--- src/rtl/point_link_pkg.sv ---
// Shared definitions for the point-position link: frame framing constants,
// byte-state encoding and coordinate width, common to transmitter and decoder.
package point_link_pkg;

    localparam logic [7:0] LINK_HEADER = 8'hA5;
    localparam int         FRAME_LEN   = 6;
    localparam int         COORD_W     = 10;

    typedef enum logic [2:0] {
        ST_IDLE,
        ST_XH,
        ST_XL,
        ST_YH,
        ST_YL,
        ST_CHK
    } frame_state_t;

    function automatic logic [7:0] frame_chk(input logic [7:0] xh, input logic [7:0] xl,
                                             input logic [7:0] yh, input logic [7:0] yl);
        return xh ^ xl ^ yh ^ yl;
    endfunction

endpackage

--- src/rtl/point_frame_fsm.sv ---
// Byte-level frame parser: walks HDR/XH/XL/YH/YL/CHK, checks checksum, range
// and inter-byte timeout, and emits a one-cycle accept or error pulse.
module point_frame_fsm
    import point_link_pkg::*;
#(
    parameter logic [7:0] HEADER         = LINK_HEADER,
    parameter int         X_MAX          = 799,
    parameter int         Y_MAX          = 599,
    parameter int         TIMEOUT_CYCLES = 400_000
) (
    input  logic               clk,
    input  logic               rst,
    input  logic [7:0]         rx_data_i,
    input  logic               rx_valid_i,
    output logic               accept_o,
    output logic [COORD_W-1:0] x_o,
    output logic [COORD_W-1:0] y_o,
    output logic               err_o
);

    localparam int                 CNT_W = $clog2(TIMEOUT_CYCLES);
    localparam logic [COORD_W-1:0] X_LIM = COORD_W'(X_MAX);
    localparam logic [COORD_W-1:0] Y_LIM = COORD_W'(Y_MAX);
    localparam logic [CNT_W-1:0]   T_END = CNT_W'(TIMEOUT_CYCLES - 1);

    frame_state_t       state_q;
    logic [7:0]         acc_q;
    logic [COORD_W-1:0] x_q;
    logic [COORD_W-1:0] y_q;
    logic [CNT_W-1:0]   cnt_q;
    logic               accept_q;
    logic               err_q;

    always_ff @(posedge clk or posedge rst) begin
        if (rst) begin
            state_q  <= ST_IDLE;
            acc_q    <= '0;
            x_q      <= '0;
            y_q      <= '0;
            cnt_q    <= '0;
            accept_q <= 1'b0;
            err_q    <= 1'b0;
        end else begin
            accept_q <= 1'b0;
            err_q    <= 1'b0;
            if (rx_valid_i) begin
                cnt_q <= '0;
                case (state_q)
                    ST_IDLE: begin
                        if (rx_data_i == HEADER) begin
                            state_q <= ST_XH;
                            acc_q   <= '0;
                        end
                    end
                    ST_XH: begin
                        if (rx_data_i[7:2] != 6'd0) begin
                            state_q <= ST_IDLE;
                            err_q   <= 1'b1;
                        end else begin
                            x_q[9:8] <= rx_data_i[1:0];
                            acc_q    <= acc_q ^ rx_data_i;
                            state_q  <= ST_XL;
                        end
                    end
                    ST_XL: begin
                        x_q[7:0] <= rx_data_i;
                        acc_q    <= acc_q ^ rx_data_i;
                        state_q  <= ST_YH;
                    end
                    ST_YH: begin
                        if (rx_data_i[7:2] != 6'd0) begin
                            state_q <= ST_IDLE;
                            err_q   <= 1'b1;
                        end else begin
                            y_q[9:8] <= rx_data_i[1:0];
                            acc_q    <= acc_q ^ rx_data_i;
                            state_q  <= ST_YL;
                        end
                    end
                    ST_YL: begin
                        y_q[7:0] <= rx_data_i;
                        acc_q    <= acc_q ^ rx_data_i;
                        state_q  <= ST_CHK;
                    end
                    ST_CHK: begin
                        state_q <= ST_IDLE;
                        if (rx_data_i == acc_q && x_q <= X_LIM && y_q <= Y_LIM)
                            accept_q <= 1'b1;
                        else
                            err_q <= 1'b1;
                    end
                    default: state_q <= ST_IDLE;
                endcase
            end else if (state_q == ST_IDLE) begin
                cnt_q <= '0;
            end else if (cnt_q == T_END) begin
                // Stalled mid-frame: abandon it so the next header can resync.
                state_q <= ST_IDLE;
                err_q   <= 1'b1;
                cnt_q   <= '0;
            end else begin
                cnt_q <= cnt_q + 1'b1;
            end
        end
    end

    // Shadow x/y only change on XH..YL bytes, so they are stable while accept is high.
    assign accept_o = accept_q;
    assign err_o    = err_q;
    assign x_o      = x_q;
    assign y_o      = y_q;

endmodule

--- src/rtl/point_2_rx_decoder.sv ---
// Point-position receiver: parses frames and commits the latest accepted
// position to the overlay outputs only on a vblank rising edge.
module point_2_rx_decoder
    import point_link_pkg::*;
#(
    parameter int X_MAX          = 799,
    parameter int Y_MAX          = 599,
    parameter int X_RST          = 400,
    parameter int Y_RST          = 300,
    parameter int TIMEOUT_CYCLES = 400_000
) (
    input  logic         clk,
    input  logic         rst,
    input  logic [7:0]   rx_data,
    input  logic         rx_valid,
    input  logic         vblnk,
    output logic [9:0]   point_x_2,
    output logic [9:0]   point_y_2,
    output logic         point_valid,
    output logic         frame_err
);

    logic               accept;
    logic [COORD_W-1:0] fr_x;
    logic [COORD_W-1:0] fr_y;
    logic               fr_err;

    point_frame_fsm #(
        .HEADER        (LINK_HEADER),
        .X_MAX         (X_MAX),
        .Y_MAX         (Y_MAX),
        .TIMEOUT_CYCLES(TIMEOUT_CYCLES)
    ) u_fsm (
        .clk       (clk),
        .rst       (rst),
        .rx_data_i (rx_data),
        .rx_valid_i(rx_valid),
        .accept_o  (accept),
        .x_o       (fr_x),
        .y_o       (fr_y),
        .err_o     (fr_err)
    );

    logic               vblnk_q;
    logic               pend_q;
    logic [COORD_W-1:0] pend_x_q;
    logic [COORD_W-1:0] pend_y_q;
    logic [COORD_W-1:0] px_q;
    logic [COORD_W-1:0] py_q;
    logic               pvalid_q;
    logic               commit_d;

    assign commit_d = vblnk & ~vblnk_q & pend_q;

    always_ff @(posedge clk or posedge rst) begin
        if (rst) begin
            vblnk_q  <= 1'b0;
            pend_q   <= 1'b0;
            pend_x_q <= '0;
            pend_y_q <= '0;
            px_q     <= COORD_W'(X_RST);
            py_q     <= COORD_W'(Y_RST);
            pvalid_q <= 1'b0;
        end else begin
            vblnk_q <= vblnk;
            if (commit_d) begin
                px_q     <= pend_x_q;
                py_q     <= pend_y_q;
                pvalid_q <= 1'b1;
            end
            // A fresh accept wins over the commit clearing pending.
            if (accept) begin
                pend_x_q <= fr_x;
                pend_y_q <= fr_y;
                pend_q   <= 1'b1;
            end else if (commit_d) begin
                pend_q <= 1'b0;
            end
        end
    end

    assign point_x_2   = px_q;
    assign point_y_2   = py_q;
    assign point_valid = pvalid_q;
    assign frame_err   = fr_err;

endmodule

--- config.mk ---
export PLATFORM = sky130hd
export DESIGN_NAME = point_2_rx_decoder
export DESIGN_NICKNAME = d
export VERILOG_FILES = /design/src/rtl/point_link_pkg.sv /design/src/rtl/point_frame_fsm.sv /design/src/rtl/point_2_rx_decoder.sv
export SDC_FILE = /design/constraint.sdc
export NUM_CORES = 1
export LEC_CHECK = 0
export CORE_UTILIZATION = 62
export DETAILED_ROUTE_END_ITERATION = 10
export PLACE_DENSITY_LB_ADDON = 0.3
export SYNTH_ARGS = -nofsm -noshare
export SYNTH_HDL_FRONTEND = slang
export SYNTH_SLANG_ARGS = --single-unit
--- constraint.sdc ---
create_clock -name clk -period 7.5 [get_ports clk]
set_input_delay 2.25 -clock clk [delete_from_list [all_inputs] [get_ports clk]]
set_output_delay 2.25 -clock clk [all_outputs]
set_load 0.02 [all_outputs]
==> run metrics <==
Power Dens Cells=209 mW/mm^2; Mapped Nets=between 300 and 400; crit start category=input pin; ys async rst share=1.00; first-pass GRT wire length=13,300 um; Post-Synthesis Cells=339; relative slew slack=0.313; # Max-Cap Violations=0; Vert. Die Dim=between 80 and 90 um; GRT Resource Usage Total=0.243; Cell Count, Final, Fillers Out=453; post-synthesis mux area share=0.164; gr ovfl total=0; vias in the first global route=2,655; Sink Count=95; DRC viols=4; Fill cells=~440; Synth Area in Adders=0.00298; status=complete, but fails checks; Worst path slowest cell=clkdlybuf4s50_1; RSZ-0062 raised after global routing=no; total number of vias=2,726; Cell Rows=29; initial antenna violation count=0; Tcrit/Tclk final=0.523; # setup viols final=0; main combinational cell family by area after synthesis=multiplexers; CP Capture Type=flip-flop; Slew Viols, Final=0; Worst VDD drop=~130 uV; Port-buffer cells=33; Boundary Pins=34; Critical Path, Cell by Cell=clkdlybuf4s50_1 > nor3_2 > nand2_1 > or4_1 > mux2_2; Final min period=between 3 and 4 ns; clock tree buffer depth=2; Skew-Pair Late Insertion Delay=around 0.37 ns; crit path DAT=around 4.2 ns; worst path required time=7.76 ns; hold bufs inserted after CTS=0; Inserted Clock Buffers=9; root buffer cell=clkbuf_8; CP max stage delay=approximately 0.58 ns; Post-Syn Area per Cell=approximately 12 sq um; Synth Register Bits=between 90 and 100; share of cells above drive strength 1=0.255; Pwr Total=around 1.0 mW; die area=about 0.0071 sq mm; Final Worst Setup Slack=3.57 ns; Syn. warnings=0; Diodes inserted=0; Routed Antenna Nets=0; setup TNS=0 ns; simple-gate share of the synthesized area=0.127; Placement Setup Slack=around 3.2 ns; Total Wirelength=7710 um; top_reg_cell synth=dfrtp_1; DRT Pass-1 Iters=9; RD Place Congestion=about 0.84; Chip Width=84.3 um; post-CTS sizing=0; most common cell in the synthesized netlist=dfrtp_1; Worst-path clk slew=roughly 0.10 ns; Synth top area share=0.524; critical path type=in2reg; Total Nets Final=384; largest net degree at the start of global routing=49; postcts setup bufs=0; Yosys top cell by area=dfrtp_1; DP Cell Count=about 440; Layout Area Growth over Synthesis=14.4%; Vias/cell=around 6.0; number of synthesized flops with an enable pin=0; number of DRC markers in iteration 0=100; Hold Fails Final Rpt=0; CORE AREA=between 0.006 and 0.007 sq mm; critical path peak fanout=6; clock skew=a little over 0.01 ns; Synth cell types=around 50; Synth Area in Compound Gates=0.0670; Leak Pwr=around 2.2 nW; failing checks=DRC; average wire per standard cell=17.0 um; CTS tree=yes; cell area after synthesis=0.00420 sq mm; H-tree levels=3; HPWL Detailed=approximately 5000 um; Fmax achieved=~0.25 GHz; main area contributors after synthesis=dfrtp_1, mux2_2, dfstp_2, xnor2_1, nand4_1; Worst Tran Pin Value=slightly above 1 ns; final core utilization=0.744; Seq/Total Area, Yosys=0.568; Min-Delay Path Class=reg2reg; post-synthesis xor/xnor area fraction=0.0438; Initial Util=0.650; synth cell count leaders=dfrtp_1, mux2_2, nor2_1
==> placed cells by master, fill, tap and decap left out, types with 5 or more instances in the layout <==
master            n
mux2_2           61
nand2_1           8
xor2_1            6
clkbuf_8          9
nor2_1           18
nand4_1          16
xnor2_1          15
clkdlybuf4s50_1  33
dfstp_2           7
nand3_1          14
a21oi_1           8
nor3_1            5
o211ai_1          7
inv_1            13
o21ai_0          13
dfrtp_1          88
==> report_power, final <==
part | switching [mW] | total, mW | internal [mW]
sequential | 0.0208 | 0.554 | 0.533
combinational | 0.0379 | 0.0694 | 0.0316
clock | 0.190 | 0.382 | 0.192
==> metrics by stage <==
stage,hold slack (ns),instance area [sq um]
floorplan,0.450,4200
global placement,0.452,4570
detailed placement,0.451,4570
CTS,0.478,4800
global route,0.507,4800
finish,0.475,4800
==> sequential cells by signal (all words and copies together) (netlist names) <==
| signal | cells |
|---|---|
| u_fsm.x_o | 10 |
| u_fsm.err_o | 1 |
| pend_x_q | 10 |
| vblnk_q | 1 |
| pend_y_q | 10 |
| u_fsm.cnt_q | 19 |
| point_valid | 1 |
| point_x_2 | 10 |
| u_fsm.state_q | 3 |
| pend_q | 1 |
| u_fsm.accept_o | 1 |
| u_fsm.acc_q | 8 |
| point_y_2 | 10 |
| u_fsm.y_o | 10 |
==> worst max-delay path, delay by kind of cell <==
family | cells | cell delay, ns
and+or+nand+nor | 3 | 1.06
buffers and inverters | 1 | 0.58
muxes | 1 | 0.30
==> cell families after synthesis <==
family | Yosys count
flops | 95
simple gates | 91
mux | 61
compound gates | 43
buf+inv | 27
xor+xnor | 21
fa+ha+maj | 1
==> layer usage <==
layer,share of wire,global-route usage
met3,0.032,0.0541
met1,0.47,0.345
met2,0.47,0.370
met4,0.019,0.0925
met5,0,0
==> path summary, 6_finish.rpt <==
| kind | from | endpoint | slack, ns | cells after the start |
|---|---|---|---|---|
| max in group asynchronous | rst | u_fsm.x_o[7]$_DFFE_PP0P_ | 4.09 | 3 |
| min reg2reg | point_valid$_DFFE_PP0P_ | point_valid$_DFFE_PP0P_ | 0.47 | 1 |
| max | rx_data[3] | u_fsm.x_o[8]$_DFFE_PP0P_ | 3.57 | 5 |
| min | point_valid$_DFFE_PP0P_ | point_valid$_DFFE_PP0P_ | 0.47 | 1 |
| max reg2reg | u_fsm.cnt_q[0]$_DFF_PP0_ | u_fsm.err_o$_DFF_PP0_ | 5.42 | 5 |
| min in group asynchronous | rst | point_y_2[7]$_DFFE_PP0P_ | 2.33 | 2 |
==> cell type report <==
class                           count  area [sq um]  area share
Timing Repair Buffer               34           338      0.0703
Clock inverter                      7           105      0.0219
Inverter                           14          53.8      0.0112
Multi-Input combinational cell    217          1700       0.354
Tap cell                           77          96.3      0.0201
Sequential cell                    95          2390       0.497
Clock buffer                        9           124      0.0258
Power figures use the tool's default switching activity.
